File: config.mk
export PLATFORM = sky130hd
export DESIGN_NAME = wb_stage_flat
export DESIGN_NICKNAME = d
export VERILOG_FILES = /design/src/rtl/wb_stage_if.sv /design/src/rtl/wb_stage.sv /design/src/flat_wrapper.sv
export SDC_FILE = /design/constraint.sdc
export NUM_CORES = 1
export LEC_CHECK = 0
export ABC_AREA = 1
export CORE_ASPECT_RATIO = 0.7
export CORE_MARGIN = 4
export CORE_UTILIZATION = 46
export DETAILED_ROUTE_END_ITERATION = 12
export PLACE_DENSITY = 0.9
export REMOVE_ABC_BUFFERS = 1
export SYNTH_ARGS = -nofsm -noshare
export SYNTH_HDL_FRONTEND = slang
export SYNTH_SLANG_ARGS = --single-unit
File: constraint.sdc
create_clock -name clk -period 1.6 [get_ports clk]
set_clock_uncertainty 0.15 [all_clocks]
set_input_delay 0.32 -clock clk [delete_from_list [all_inputs] [get_ports clk]]
set_output_delay 0.32 -clock clk [all_outputs]
set_load 0.01 [all_outputs]
File: src/rtl/wb_stage_if.sv
// MEM/WB bus: instruction results entering the write-back latch and the
// register-file write port leaving it.
interface wb_stage_if #(
   parameter int DATA_W = 16,
   parameter int CTRL_W = 32
);
   logic              in_valid;
   logic              stall;
   logic              flush;
   logic [CTRL_W-1:0] ctrl_in;
   logic [DATA_W-1:0] alu_result;
   logic [DATA_W-1:0] mem_rdata;
   logic [DATA_W-1:0] pc_inc;
   logic [DATA_W-1:0] imm_ext;
   logic              cond_flag;
   logic [2:0]        wb_dst;
   logic [DATA_W-1:0] wb_data;
   logic              wb_en;

   modport master (
      output in_valid, stall, flush, ctrl_in,
      output alu_result, mem_rdata, pc_inc, imm_ext, cond_flag,
      input  wb_dst, wb_data, wb_en
   );

   modport slave (
      input  in_valid, stall, flush, ctrl_in,
      input  alu_result, mem_rdata, pc_inc, imm_ext, cond_flag,
      output wb_dst, wb_data, wb_en
   );
endinterface

File: src/rtl/wb_stage.sv
// MEM/WB pipeline latch, write-back source select and halt sequencing.
// Optional retire counter enabled by defining WB_RETIRE_CNT_EN.
module wb_stage #(
   parameter int DATA_W = 16,
   parameter int CTRL_W = 32
) (
   input  logic      clk,
   input  logic      rst,
   wb_stage_if.slave bus,
   output logic      halt_out,
   output logic      halted,
   output logic      err
`ifdef WB_RETIRE_CNT_EN
   ,
   output logic [15:0] retire_cnt
`endif
);

   typedef enum logic [1:0] {RUN, HALT_PEND, HALTED} state_e;

   state_e            state_q, state_d;
   logic              valid_q, valid_d;
   logic [CTRL_W-1:0] ctrl_q, ctrl_d;
   logic [DATA_W-1:0] alu_q, alu_d;
   logic [DATA_W-1:0] mem_q, mem_d;
   logic [DATA_W-1:0] pc_q, pc_d;
   logic [DATA_W-1:0] imm_q, imm_d;
   logic              cond_q, cond_d;

   logic [2:0] wr_sel;
   logic [2:0] src_sel;
   logic       reg_we;
   logic       halt_bit;
   logic       src_legal;
   logic       retire;
   logic       unused_ctrl;

   assign wr_sel      = ctrl_q[2:0];
   assign src_sel     = ctrl_q[5:3];
   assign reg_we      = ctrl_q[6];
   assign halt_bit    = ctrl_q[10];
   assign src_legal   = (src_sel <= 3'd4);
   assign unused_ctrl = ^{ctrl_q[CTRL_W-1:11], ctrl_q[9:7]};

   // Flush only clears valid; a stalled latch keeps everything it holds.
   always_comb begin
      valid_d = valid_q;
      ctrl_d  = ctrl_q;
      alu_d   = alu_q;
      mem_d   = mem_q;
      pc_d    = pc_q;
      imm_d   = imm_q;
      cond_d  = cond_q;
      if (bus.flush) begin
         valid_d = 1'b0;
      end else if (!bus.stall) begin
         valid_d = bus.in_valid;
         ctrl_d  = bus.ctrl_in;
         alu_d   = bus.alu_result;
         mem_d   = bus.mem_rdata;
         pc_d    = bus.pc_inc;
         imm_d   = bus.imm_ext;
         cond_d  = bus.cond_flag;
      end
   end

   always_ff @(posedge clk or negedge rst) begin
      if (!rst) begin
         state_q <= RUN;
         valid_q <= 1'b0;
         ctrl_q  <= '0;
         alu_q   <= '0;
         mem_q   <= '0;
         pc_q    <= '0;
         imm_q   <= '0;
         cond_q  <= 1'b0;
      end else begin
         state_q <= state_d;
         valid_q <= valid_d;
         ctrl_q  <= ctrl_d;
         alu_q   <= alu_d;
         mem_q   <= mem_d;
         pc_q    <= pc_d;
         imm_q   <= imm_d;
         cond_q  <= cond_d;
      end
   end

   always_comb begin
      bus.wb_data = '0;
      case (src_sel)
         3'd0:    bus.wb_data = alu_q;
         3'd1:    bus.wb_data = mem_q;
         3'd2:    bus.wb_data = pc_q;
         3'd3:    bus.wb_data = imm_q;
         3'd4:    bus.wb_data = {{(DATA_W-1){1'b0}}, cond_q};
         default: bus.wb_data = '0;
      endcase
   end

   // An instruction retires only while running and not held by a stall.
   assign retire     = valid_q & ~bus.stall & (state_q == RUN);
   assign bus.wb_dst = wr_sel;
   assign bus.wb_en  = retire & reg_we & src_legal & ~halt_bit;
   assign err        = retire & reg_we & ~src_legal;
   assign halt_out   = retire & halt_bit;
   assign halted     = (state_q == HALTED);

   always_comb begin
      state_d = state_q;
      case (state_q)
         RUN:       if (halt_out) state_d = HALT_PEND;
         HALT_PEND: state_d = HALTED;
         HALTED:    state_d = HALTED;
         default:   state_d = RUN;
      endcase
   end

`ifdef WB_RETIRE_CNT_EN
   logic [15:0] cnt_q, cnt_d;

   always_comb begin
      cnt_d = cnt_q;
      if (retire) cnt_d = cnt_q + 16'd1;
   end

   always_ff @(posedge clk or negedge rst) begin
      if (!rst) cnt_q <= '0;
      else      cnt_q <= cnt_d;
   end

   assign retire_cnt = cnt_q;
`endif

endmodule
File: src/flat_wrapper.sv
// flat-port wrapper written by rule: the top's interface ports become plain ports
module wb_stage_flat 
#(
   parameter int DATA_W = 16,
   parameter int CTRL_W = 32
)
  (clk, rst, halt_out, halted, err, bus_in_valid, bus_stall, bus_flush, bus_ctrl_in, bus_alu_result, bus_mem_rdata, bus_pc_inc, bus_imm_ext, bus_cond_flag, bus_wb_dst, bus_wb_data, bus_wb_en);
  wb_stage_if #(.DATA_W(DATA_W), .CTRL_W(CTRL_W)) bus_i ();
  input  logic clk;
  input  logic rst;
  output logic halt_out;
  output logic halted;
  output logic err;
  input wire logic [$bits(bus_i.in_valid)-1:0] bus_in_valid;
  input wire logic [$bits(bus_i.stall)-1:0] bus_stall;
  input wire logic [$bits(bus_i.flush)-1:0] bus_flush;
  input wire logic [$bits(bus_i.ctrl_in)-1:0] bus_ctrl_in;
  input wire logic [$bits(bus_i.alu_result)-1:0] bus_alu_result;
  input wire logic [$bits(bus_i.mem_rdata)-1:0] bus_mem_rdata;
  input wire logic [$bits(bus_i.pc_inc)-1:0] bus_pc_inc;
  input wire logic [$bits(bus_i.imm_ext)-1:0] bus_imm_ext;
  input wire logic [$bits(bus_i.cond_flag)-1:0] bus_cond_flag;
  output wire logic [$bits(bus_i.wb_dst)-1:0] bus_wb_dst;
  output wire logic [$bits(bus_i.wb_data)-1:0] bus_wb_data;
  output wire logic [$bits(bus_i.wb_en)-1:0] bus_wb_en;
  assign bus_i.in_valid = bus_in_valid;
  assign bus_i.stall = bus_stall;
  assign bus_i.flush = bus_flush;
  assign bus_i.ctrl_in = bus_ctrl_in;
  assign bus_i.alu_result = bus_alu_result;
  assign bus_i.mem_rdata = bus_mem_rdata;
  assign bus_i.pc_inc = bus_pc_inc;
  assign bus_i.imm_ext = bus_imm_ext;
  assign bus_i.cond_flag = bus_cond_flag;
  assign bus_wb_dst = bus_i.wb_dst;
  assign bus_wb_data = bus_i.wb_data;
  assign bus_wb_en = bus_i.wb_en;
  wb_stage #(.DATA_W(DATA_W), .CTRL_W(CTRL_W)) u_core (.clk(clk), .rst(rst), .bus(bus_i), .halt_out(halt_out), .halted(halted), .err(err));
endmodule
==> metrics.yaml, run 1 <==
logic_synthesis:
  yosysWarningCount: 0
  synthSimpleGateAreaFrac_pct: 29.9
  netlist_area_um2: 3700
  synth_adder_area_share_pct: 1.01
  synth.top_cells.by_area: "dfrtp_1 51%, nand2_1 16%, nand4_1 11%"
  synth_compound_gate_area_share_pct: 10.4
  yosysSeqAreaShare_pct: 51.4
  synth_top_family_by_area: "simple AND/OR/NAND/NOR gates"
  synth_top_area_share_pct: 51.4
  postSynth.asyncResetShare_pct: 100
  synth_xor_area_share_pct: 0
  synth_top_area_cell: "dfrtp_1"
  synth_cell_types: 21
  syn-instance-count: 451
  synthFlopType: "dfrtp_1"
  synthMuxAreaShare_pct: 0
  synth_edf_count: 0
  synth-seq-cells: 76
  avgSynthCellArea_um2: 8.21
worst_setup_path:
  critPathKind: "reg -> out"
  cp_top_family: "buffers and inverters"
  ff2ff_setup_slack_ps: 280
  slowest_stage: "dfrtp_1"
  arrival_ps: 1630
  crit_buf_inv: 5
  critPathMaxStageDelay_ps: 420
  path_cells: "buf_12, buf_6, inv_8, buf_6, nand4_1, nand4_1, buf_2"
  r2r_start: "u_core.state_q[0]"
  worstSetupEndpointType: "primary output"
  cp_data_required_time_ps: 1130
  start_kind: "flip-flop"
  r2r_end: "u_core.state_q[1]"
  crit_fanout: 8
  r2r.worst_path.cells: 7
grt:
  grt.total_usage_pct: 23.5
  antenna_found_initial: 0
  grtUsageMet1_pct: 32.7
  grt-ovfl-total: 0
  grt_pass1_vias: 3703
  gr-usage-met2_pct: 35.6
  grt.met3_usage_pct: 7.72
  grt.busiest_layer: "met2"
  grt_max_degree: 42
  grt_pass1_wl_um: 18000
detailed_routing:
  wl_um: 11200
  wl_per_cell_um: 16.7
  drt_first_pass_iters: 5
  num_vias: 3850
  drc: 0
  viasPerCell: 5.70
  ant_nets: 0
  drt_iter0_markers: 417
clock_tree:
  cts_sinks: 76
  cts_tree: "built"
  cts-root-buf: "clkbuf_16"
  cts_buffers: 9
  cts_max_level: 3
  clkTransAtPathRegs_ps: 60
  clock_latency_ps: 330
  clk_path_buf_depth: 2
power:
  switching_share_pct: 30.2
  p_leak_uw: 0.00254
  p_comb_share_pct: 28.7
  seqPwrFrac_pct: 38.2
  p_clk_share_pct: 33.1
  intPower_uw: 4250
  ir_drop_uv: 678
  power_switching_uw: 1840
  power_density_nw_per_um2: 1130
die:
  dieArea_um2: 9570
  fp.dieH_um: 83.1
  start_util_pct: 47.3
  rows: 27
  coreArea_um2: 7840
  die_w_um: 115
  io_pins: 125
layout:
  area_delta_synth_final_pct: 45.9
  fin_nets: 674
  layout-drive-gt1-share_pct: 19.0
  diodes: 0
timing:
  setup_violations: 20
  fin_crit_ps: 2100
  worst_pin_slew_ps: 370
  finalCritPeriodShare_pct: 131
  holdWs_ps: 307
  setup_ws_ps: -500
  hold_viol_final: 0
  rsz0062_at_grt: "true"
  max_slew_margin_pct: 75.4
  maxSlewViolCount: 0
  fmax_ghz: 0.476
outcome:
  violations: "negative setup slack"
  status: "finished with violations"
min_path:
  hold_class: "in -> async"
job:
  cap_violations: 0
place:
  gp_congestion: 0.867
  io_buffers: 100
  hpwl_um: 7370
  place_ws_ps: -460
[layout by cell type, fill, tap and decap left out, types with 2 or more instances in the layout]
cell	synthesis	final
nand2_1	153	153
nor2_4	2	2
nand3_2	0	7
clkbuf_16	0	10
nand4_1	63	63
buf_12	0	8
buf_2	18	21
inv_2	1	5
nor2_1	4	4
ha_4	0	2
clkinv_2	0	2
clkdlybuf4s50_1	0	74
clkinvlp_4	0	2
buf_6	2	10
dlygate4sd2_1	0	3
o21ai_1	3	3
inv_1	7	3
dfrtp_1	76	76
nand3_1	18	11
inv_6	0	2
buf_4	9	33
o21ai_0	72	71
[flip-flops by register name, summed over array words and instances, names as in the netlist]
signal / cells
u_core.alu_q: 16
u_core.cond_q: 1
u_core.ctrl_q: 8
u_core.imm_q: 16
u_core.mem_q: 16
u_core.pc_q: 16
u_core.state_q: 2
u_core.valid_q: 1
[worst register-to-register path: stages (launching register included)]
cell and delay (ps):
dfrtp_1 390, inv_2 90, ha_4 140, buf_6 90, inv_2 30, a31oi_1 210, nand2_1 90, nand2_1 70
[per-stage QoR]
stage / std cells / util [%] / TNS [ps] / cell area, µm² / total power, µW
after floorplan: 407 / - / -9750 / 3470 / 2930
after global placement: 645 / 63.3 / -7240 / 4960 / 3790
after detailed placement: 645 / 63.3 / -7840 / 4960 / 3860
after CTS: 671 / 67.8 / -7630 / 5320 / 6000
after global routing: 675 / 69.0 / -9200 / 5410 / 6410
final: 675 / 69.0 / -7790 / 5410 / 6100
[routing by layer]
layer	wire length, µm	part of all wire [%]
met1	4670	42
met2	5260	47
met3	1140	10
met4	181	1.6
met5	0	0
[worst max-delay path by stage]
stage | end | cells past startpoint | startpoint
2_1_floorplan | bus_wb_data[0] | 5 | u_core.ctrl_q[4]
3_3_place_gp | bus_wb_en | 5 | u_core.ctrl_q[4]
3_5_place_dp | bus_wb_data[0] | 8 | u_core.ctrl_q[3]
4_1_cts | bus_wb_data[2] | 7 | u_core.ctrl_q[4]
5_1_grt | bus_wb_data[3] | 7 | u_core.ctrl_q[4]
6_report | bus_wb_data[2] | 7 | u_core.ctrl_q[4]
[kinds of logic after synthesis]
| kind of cell | Yosys count |
|---|---|
| AO/OA/AOI/OAI | 77 |
| flip-flops | 76 |
| buffers and inverters | 53 |
| AND/OR/NAND/NOR | 242 |
| adder cells (fa/ha/maj) | 3 |
[synthesized netlist by cell type, types with 3 or more instances]
| cell | instances |
|---|---|
| buf_4 | 9 |
| clkbuf_1 | 13 |
| nand2_1 | 153 |
| ha_1 | 3 |
| nor2_1 | 4 |
| inv_1 | 7 |
| nand3_1 | 18 |
| buf_2 | 18 |
| nand4_1 | 63 |
| o21ai_0 | 72 |
| o21ai_1 | 3 |
| dfrtp_1 | 76 |
[timing repair]
item                                    CTS  global route
endpoints found under the hold margin    25             0
hold buffers                              1             0
buffers inserted                          8             6
pin swaps                                 8            19
endpoints found under the setup margin   23            20
gates resized for setup                 101            18
cloned                                    1             1
[power by group through the flow]
| stage | combinational (µW) | clock (µW) | sequential (µW) |
|---|---|---|---|
| floorplan | 575 | 0 | 2350 |
| global placement | 1470 | 0 | 2330 |
| detailed placement | 1510 | 0 | 2340 |
| CTS | 1650 | 2040 | 2320 |
| global route | 1920 | 2130 | 2360 |
| finish | 1750 | 2020 | 2330 |
[final cells by class]
cell class | count | area (µm²)
tap | 101 | 126
sequential | 76 | 1900
inverter | 9 | 41.3
multi-input combinational | 322 | 1610
clock inverter | 7 | 72.6
timing repair buffer | 151 | 1430
clock buffer | 9 | 225
fill | 594 | 2430
Power figures use the tool's default switching activity.
==> inputs of run 2 (changes only) <==
- CORE_UTILIZATION: 46 -> 35
- PLACE_DENSITY: 0.9 -> 0.73
==> metrics.yaml, run 2 (same netlist as run 1, synthesis figures left out) <==
outcome:
  status: "finished with violations"
  violations: "negative setup slack"
timing:
  fin_crit_ps: 1980
  worst_pin_slew_ps: 579
  setup_ws_ps: -377
  setup_violations: 19
  rsz0062_at_grt: "true"
  fmax_ghz: 0.506
  maxSlewViolCount: 0
  max_slew_margin_pct: 61.4
  hold_viol_final: 0
  finalCritPeriodShare_pct: 124
clock_tree:
  cts_tree: "built"
  cts-root-buf: "clkbuf_16"
  clkTransAtPathRegs_ps: 60
  clock_latency_ps: 330
  cts_max_level: 3
  cts_buffers: 9
  cts_sinks: 76
  clk_path_buf_depth: 2
layout:
  layout-drive-gt1-share_pct: 17.3
  fin_util_pct: 52.3
  layout_common_cells: "153 x nand2_1, 74 x clkdlybuf4s50_1, 74 x dfrtp_1"
  area_delta_synth_final_pct: 45.6
  design_area_um2: 5390
  diodes: 0
  fin_nets: 669
  layout_commonest_cell: "nand2_1"
die:
  fp.dieH_um: 94.1
  die_w_um: 131
  rows: 31
  start_util_pct: 35.9
  dieArea_um2: 12300
  io_pins: 125
  coreArea_um2: 10300
power:
  power_switching_uw: 1730
  power_density_nw_per_um2: 1110
  intPower_uw: 4240
  p_leak_uw: 0.00250
  ir_drop_uv: 543
  switching_share_pct: 28.9
  power.total_uw: 5960
  p_comb_share_pct: 27.8
  p_clk_share_pct: 33.0
  seqPwrFrac_pct: 39.2
place:
  hpwl_um: 7670
  place_ws_ps: -476
  placed_cell_area_um2: 4990
  io_buffers: 100
  gp_congestion: 0.880
detailed_routing:
  wl_um: 11100
  viasPerCell: 5.17
  drt_first_pass_iters: 5
  num_vias: 3617
  drt_iter0_markers: 257
  ant_nets: 0
  wl_per_cell_um: 15.8
  drc: 0
worst_setup_path:
  start_kind: "flip-flop"
  cp_data_required_time_ps: 1130
  arrival_ps: 1510
  crit_fanout: 5
  critPathKind: "reg -> out"
  worstSetupEndpointType: "primary output"
min_path:
  hold_class: "in -> reg"
grt:
  grt_pass1_vias: 3617
  grt_max_degree: 65
  grt.total_usage_pct: 18.4
  grt_pass1_wl_um: 17600
  antenna_found_initial: 1
  grt-ovfl-total: 0
job:
  cap_violations: 0
-- run 2: power groups by stage --
| stage | clock network (µW) | registers [µW] | logic, µW |
|---|---|---|---|
| 3_5_place_dp | 0 | 2360 | 1520 |
| 2_1_floorplan | 0 | 2350 | 575 |
| 6_report | 1970 | 2340 | 1660 |
| 5_1_grt | 2090 | 2370 | 1840 |
| 3_3_place_gp | 0 | 2340 | 1470 |
| 4_1_cts | 2020 | 2340 | 1620 |
-- run 2: final cells by class --
| type | instances | area, µm² |
|---|---|---|
| fillers | 958 | 4920 |
| repair buffers | 146 | 1400 |
| clock inverters | 2 | 35.0 |
| flip-flops and latches | 76 | 1900 |
| inverters | 9 | 42.5 |
| well taps | 132 | 165 |
| multi-input cells | 322 | 1590 |
| clock buffers | 13 | 250 |
-- run 2: through the flow --
step	setup TNS (ps)	cells	hold WS [ps]
after floorplan	-9750	407	-126
after global placement	-15790	676	78.6
after detailed placement	-18070	676	86.7
after CTS	-5700	699	156
after global routing	-6740	700	191
final	-5600	700	173
-- run 2: timing repair --
item                                   CTS  global route
setup endpoints to repair               23            20
endpoints found under the hold margin   19             0
resized for setup                      112             4
hold buffers                             1             0
cloned                                   1             0
pin swaps                               11             4
buffers inserted                         7             1
-- run 2: routing by layer --
metal / vias up / part of all wire, % / wire length (µm) / global-route usage [%]
li1: 1760 / - / - / -
met1: 1705 / 45 / 4960 / 24.6
met2: 136 / 47 / 5190 / 29.3
met3: 14 / 7.6 / 837 / 5.97
met4: 2 / 0.60 / 66 / 3.68
met5: - / 0.11 / 12 / 0
-- run 2: final timing paths --
kind | start | end | slack [ps] | cells past startpoint
hold reg to reg | u_core.alu_q[11] | u_core.alu_q[11] | 340 | 2
setup reg to reg | u_core.state_q[0] | u_core.state_q[1] | 260 | 7
min in group asynchronous | rst | u_core.pc_q[14] | 260 | 2
hold / removal | bus_stall | u_core.valid_q | 170 | 3
max in group asynchronous | rst | u_core.ctrl_q[3] | 570 | 3
setup / recovery | u_core.ctrl_q[4] | bus_wb_data[4] | -380 | 5
-- run 2: worst max-delay path, stage by stage (launching register included) --
cell	delay, ps
dfrtp_2	450
nor2_4	160
buf_4	160
nand3_1	70
nand4_1	110
clkdlybuf4s15_2	230
